<file path="src/rtl/trace_buffer.sv">
// Instruction-retire trace buffer: records PC, instruction, cycle stamp and a
// store flag per executed instruction into a FIFO drained over a debug port.
module trace_buffer #(
  parameter int unsigned DEPTH         = 16,
  parameter logic [4:0]  CAPTURE_STATE = 5'd1
) (
  input  logic                     clk,
  input  logic                     Reset,
  input  logic                     Enable,
  input  logic                     Clear,
  input  logic [4:0]               state,
  input  logic [63:0]              PCOut,
  input  logic [31:0]              Instr31_0,
  input  logic                     DMemWrite,
  input  logic                     TraceReady,
  output logic                     TraceValid,
  output logic [63:0]              TracePC,
  output logic [31:0]              TraceInstr,
  output logic [31:0]              TraceStamp,
  output logic                     TraceStore,
  output logic [$clog2(DEPTH):0]   Count,
  output logic                     Overflow,
  output logic [15:0]              DropCount
);

  localparam int unsigned AW = $clog2(DEPTH);
  localparam int unsigned CW = AW + 1;
  localparam int unsigned EW = 64 + 32 + 32 + 1;

  logic [EW-1:0] r_mem [DEPTH];
  logic [AW-1:0] r_wr_ptr;
  logic [AW-1:0] r_rd_ptr;
  logic [CW-1:0] r_count;
  logic          r_overflow;
  logic [15:0]   r_drop_count;
  logic [31:0]   r_stamp;
  logic          r_in_cap;

  logic          r_pend_valid;
  logic [63:0]   r_pend_pc;
  logic [31:0]   r_pend_instr;
  logic [31:0]   r_pend_stamp;
  logic          r_pend_store;

  logic          w_in_cap;
  logic          w_event;
  logic          w_flush;
  logic          w_push_req;
  logic          w_push;
  logic          w_pop;
  logic          w_full;
  logic          w_drop;
  logic [EW-1:0] w_push_data;
  logic [EW-1:0] w_head;

  // Only the first cycle of a CAPTURE_STATE visit counts as a new instruction.
  assign w_in_cap    = (state == CAPTURE_STATE);
  assign w_event     = Enable && w_in_cap && !r_in_cap;
  assign w_flush     = !Enable && r_pend_valid;
  assign w_push_req  = !Clear && ((w_event && r_pend_valid) || w_flush);
  assign w_push_data = {r_pend_pc, r_pend_instr, r_pend_stamp, r_pend_store | DMemWrite};

  // Debug port handshake: an entry transfers on any rising edge where
  // TraceValid and TraceReady are both high; TraceValid never waits on
  // TraceReady, and the head entry is stable until it transfers.
  assign w_pop  = !Clear && (r_count != '0) && TraceReady;
  assign w_full = (r_count == CW'(DEPTH));
  assign w_push = w_push_req && (!w_full || w_pop);
  assign w_drop = w_push_req && !w_push;

  always_ff @(posedge clk or negedge Reset) begin
    if (!Reset) begin
      r_wr_ptr     <= '0;
      r_rd_ptr     <= '0;
      r_count      <= '0;
      r_overflow   <= 1'b0;
      r_drop_count <= '0;
      r_stamp      <= '0;
      r_in_cap     <= 1'b0;
      r_pend_valid <= 1'b0;
      r_pend_pc    <= '0;
      r_pend_instr <= '0;
      r_pend_stamp <= '0;
      r_pend_store <= 1'b0;
    end else if (Clear) begin
      r_wr_ptr     <= '0;
      r_rd_ptr     <= '0;
      r_count      <= '0;
      r_overflow   <= 1'b0;
      r_drop_count <= '0;
      r_stamp      <= '0;
      r_in_cap     <= 1'b0;
      r_pend_valid <= 1'b0;
      r_pend_pc    <= '0;
      r_pend_instr <= '0;
      r_pend_stamp <= '0;
      r_pend_store <= 1'b0;
    end else begin
      r_stamp  <= r_stamp + 32'd1;
      r_in_cap <= w_in_cap;

      if (w_event) begin
        r_pend_valid <= 1'b1;
        r_pend_pc    <= PCOut;
        r_pend_instr <= Instr31_0;
        r_pend_stamp <= r_stamp;
        r_pend_store <= 1'b0;
      end else if (r_pend_valid) begin
        if (Enable) r_pend_store <= r_pend_store | DMemWrite;
        else        r_pend_valid <= 1'b0;
      end

      if (w_push) r_wr_ptr <= r_wr_ptr + 1'b1;
      if (w_pop)  r_rd_ptr <= r_rd_ptr + 1'b1;

      case ({w_push, w_pop})
        2'b10:   r_count <= r_count + 1'b1;
        2'b01:   r_count <= r_count - 1'b1;
        default: r_count <= r_count;
      endcase

      // Dropped entries never stall the core; they are only counted.
      if (w_drop) begin
        r_overflow <= 1'b1;
        if (r_drop_count != 16'hFFFF) r_drop_count <= r_drop_count + 16'd1;
      end
    end
  end

  always_ff @(posedge clk) begin
    if (w_push) r_mem[r_wr_ptr] <= w_push_data;
  end

  assign w_head     = r_mem[r_rd_ptr];
  assign TraceValid = (r_count != '0);
  assign {TracePC, TraceInstr, TraceStamp, TraceStore} = TraceValid ? w_head : '0;
  assign Count      = r_count;
  assign Overflow   = r_overflow;
  assign DropCount  = r_drop_count;

endmodule

</file>
<file path="config.mk">
export PLATFORM = sky130hd
export DESIGN_NAME = trace_buffer
export DESIGN_NICKNAME = d
export VERILOG_FILES = /design/src/rtl/trace_buffer.sv
export SDC_FILE = /design/constraint.sdc
export NUM_CORES = 2
export LEC_CHECK = 0
export ABC_AREA = 1
export BUFFER_PORTS_ARGS = -buffer_cell sky130_fd_sc_hd__buf_4
export CORE_MARGIN = 1
export CORE_UTILIZATION = 45
export DETAILED_ROUTE_END_ITERATION = 8
export PLACE_DENSITY = 0.69
export SLEW_MARGIN = 20
export SYNTH_ARGS = -nofsm -noshare
export SYNTH_HDL_FRONTEND = slang
export SYNTH_SLANG_ARGS = --single-unit
</file>
<file path="constraint.sdc">
create_clock -name clk -period 7.88 [get_ports clk]
set_input_delay 0.788 -clock clk [delete_from_list [all_inputs] [get_ports clk]]
set_output_delay 0.788 -clock clk [all_outputs]
set_load 0.05 [all_outputs]
</file>
==> impl_metrics.toml <==
[status]
status = "finished, final reports clean"

[yosys]
ys_seq_elements = 2257
synthAdderAreaFrac_pct = 0.162
yosysWarnings = 0
synthXorXnorAreaFrac_pct = 0.342
synthSimpleGateAreaFrac_pct = 11.3
yosysSeqAreaShare_pct = 74.6
synth_top_family_by_area = "simple AND/OR/NAND/NOR gates"
ys_types = 33
synthMuxAreaShare_pct = 0
syn_area_per_cell_um2 = 12.7
synthCells = 7075
synth-compound-area-share_pct = 11.0
syn_area_um2 = 89600
synth_nets = 7193

[worst_setup_path]
rr_worst_depth = 11
critical_path_arrival_ps = 5320
path_buf_inv = 3
critPathLaunch = "r_rd_ptr[0]"
criticalPathCategory = "flop to output port"
start_kind = "flop"
crit_path_end_kind = "output port"
cp.depth = 9
crit_family = "buffers and inverters"
slowest_stage = "dfrtp_4"
timing.rr.end = "r_mem[14][112]"
reg2reg_slack_ps = 3840
reg2reg_from = "r_in_cap"
cp_max_fo = 95
cp_slowest_stage_delay_ps = 1090
cp.required_ps = 7090
cp_common_cell = "buf_4"
crit_chain = "buf_4 -> buf_4 -> nor2_1 -> nor2_1 -> o21ai_1 -> o211ai_1 -> nand3_1 -> a21oi_1 -> buf_4"
critPathCapture = "TracePC[21]"

[power]
power_density_nw_per_um2 = 324
ir_worst_vdd_uv = 299
p_int_mw = 21.2
switching_share_pct = 35.3
pwr-share-comb_pct = 28.1
p_seq_share_pct = 39.8
power.leakage_nw = 37.2
power.switching_mw = 11.5
power_mw = 32.7
power_frac_clock_pct = 32.0

[placed_design]
dp_slack_ps = 2700
hpwlAfterDp_um = 119000
gp_congestion = 0.808
io_buffers = 258
placed_cell_area_um2 = 93800

[cells_and_area]
final_cell_mix = "2,064 x edfxtp_1, 1,635 x nor2_1, 794 x o21ai_0"
final_common_cell = "edfxtp_1"
final_util_pct = 51.1
final_area_um2 = 101000
finalNetCount = 7267
area_growth_pct = 12.8
drive_above_1_share_pct = 9.59

[min_path]
hold_path.class = "input pin to flop"
hold_start = "Instr31_0[17]"

[route]
viasPerCell = 5.85
antenna_left = 0
drtIter0Drc = 7490
drc = 0
wl_um = 246000
routed-via-count = 58420
routedWlPerCell_um = 24.7
drt-pass1-iter-count = 6

[floorplan]
row_count = 163
die_x_um = 448
dieArea_um2 = 201000
pin_count = 259
die_h_um = 448
core_um2 = 198000
initial_core_util_pct = 45.3

[clock_network]
cts_resized = 0
cts_tree = "built"
clk_path_buf_depth = 3
clk_pin_slew_worst_paths_ps = 60
clk-insertion-delay-late_ps = 880
cts_max_level = 4
post_cts_buffers = 0
cts-root-buf = "clkbuf_16"
numCtsBuffers = 217
clock-sinks = 2257

[sta]
fmax_mhz = 164
rsz0062_at_grt = "false"
finalCriticalPeriod_ps = 6110
fin_ws_ps = 1770
slew_headroom_pct = 23.3
post-route-period-util_pct = 77.5
slew_violations = 0
hold_viol = 0
finalSetupViolCount = 0
clock_skew_ps = 43.5
worst_pin_slew_ps = 1150

[global_route]
grt_overflow_total = 0
grt_pass1_wl_um = 363000
antenna_found_initial = 2
grt_pass1_vias = 56883
grt_usage_pct = 24.2
grt_max_degree = 241

[run]
maxCapViolCount = 0
==> registers in the layout, summed over array words and instances (netlist names) <==
register      cells
r_mem          2064
r_pend_pc        64
r_pend_instr     32
r_pend_stamp     32
r_stamp          32
DropCount        16
Count             5
r_rd_ptr          4
r_wr_ptr          4
Overflow          1
r_in_cap          1
r_pend_store      1
r_pend_valid      1
==> power groups by stage <==
stage / Sequential [mW] / Combinational, mW / Clock [mW]
6_report: 13.0 / 9.21 / 10.5
5_1_grt: 13.0 / 9.87 / 11.0
4_1_cts: 13.0 / 9.22 / 10.6
3_5_place_dp: 13.3 / 9.18 / 0
3_3_place_gp: 13.3 / 9.05 / 0
2_1_floorplan: 13.2 / 6.34 / 0
==> cell type report <==
| type | count | area (µm²) |
|---|---|---|
| fillers | 16325 | 96600 |
| flip-flops and latches | 2257 | 66800 |
| multi-input cells | 4271 | 20500 |
| clock buffers | 291 | 5890 |
| well taps | 2640 | 3300 |
| repair buffers | 349 | 2970 |
| clock inverters | 123 | 1330 |
| inverters | 53 | 245 |
| diodes | 1 | 2.50 |
==> per-stage QoR <==
step | hold slack (ps) | instances | setup TNS, ps
floorplan | 463 | 7075 | -315550
global placement | 491 | 9567 | 0
finish | 108 | 9985 | 0
global route | 85.2 | 9985 | 0
detailed placement | 491 | 9567 | 0
CTS | 42.3 | 9982 | 0
==> cell usage after synthesis <==
cell | number | area share, %
edfxtp_1 | 2064 | 69
nor2_1 | 1652 | 6.9
o21ai_0 | 794 | 4.4
o211ai_1 | 516 | 4.3
nand3_1 | 431 | 2.4
nand2_1 | 394 | 1.7
clkbuf_1 | 286 | 1.2
o21ai_1 | 251 | 1.4
dfrtp_1 | 193 | 5.4
a21oi_1 | 141 | 0.79
buf_2 | 88 | 0.49
buf_1 | 69 | 0.29
inv_1 | 48 | 0.20
buf_4 | 30 | 0.25
xor2_1 | 27 | 0.26
buf_6 | 21 | 0.26
nor3_1 | 21 | 0.12
nand4_1 | 14 | 0.098
ha_1 | 10 | 0.14
xnor2_1 | 8 | 0.078
clkinv_1 | 3 | 0.013
nand2_2 | 2 | 0.014
o22ai_1 | 2 | 0.014
and2_1 | 1 | 0.0070
and3_1 | 1 | 0.0070
clkinv_2 | 1 | 0.0056
fa_1 | 1 | 0.022
inv_2 | 1 | 0.0042
nand3b_1 | 1 | 0.0084
nor2_4 | 1 | 0.013
nor3b_1 | 1 | 0.0084
nor4_1 | 1 | 0.0070
or2_2 | 1 | 0.0070
==> worst min-delay path, delay by kind of cell <==
family,cells,cell delay (ps)
simple gates,2,90
buf+inv,1,80
==> logic make-up after synthesis <==
| family | Yosys count |
|---|---|
| DFF | 2257 |
| xor gates and xnor gates | 35 |
| adders and majority gates | 11 |
| and+or+nand+nor | 2521 |
| buffers and inverters | 547 |
| AOI/OAI and AO/OA | 1704 |
==> what timing repair did <==
item / 4_1_cts / 5_1_grt
endpoints found under the setup margin: 0 / 0
hold buffers: 1 / 0
endpoints found under the hold margin: 42 / 0
==> worst min path at each step <==
stage | endpoint | slack (ps) | depth (start not counted)
final | r_pend_instr[17] | 110 | 3
after global placement | Overflow | 490 | 2
after floorplan | r_pend_stamp[12] | 460 | 2
after global routing | r_pend_pc[10] | 90 | 3
after detailed placement | Overflow | 490 | 2
after CTS | r_pend_pc[24] | 40 | 3
==> metal layers <==
metal	global-route usage, %	up-vias	wire [µm]
met3	3.55	471	20400
met1	32.9	29097	99500
met4	9.73	0	9500
met2	39.1	2892	117000
met5	0	-	0
li1	-	25960	-
Note: power is estimated with default switching activity, not from simulation.
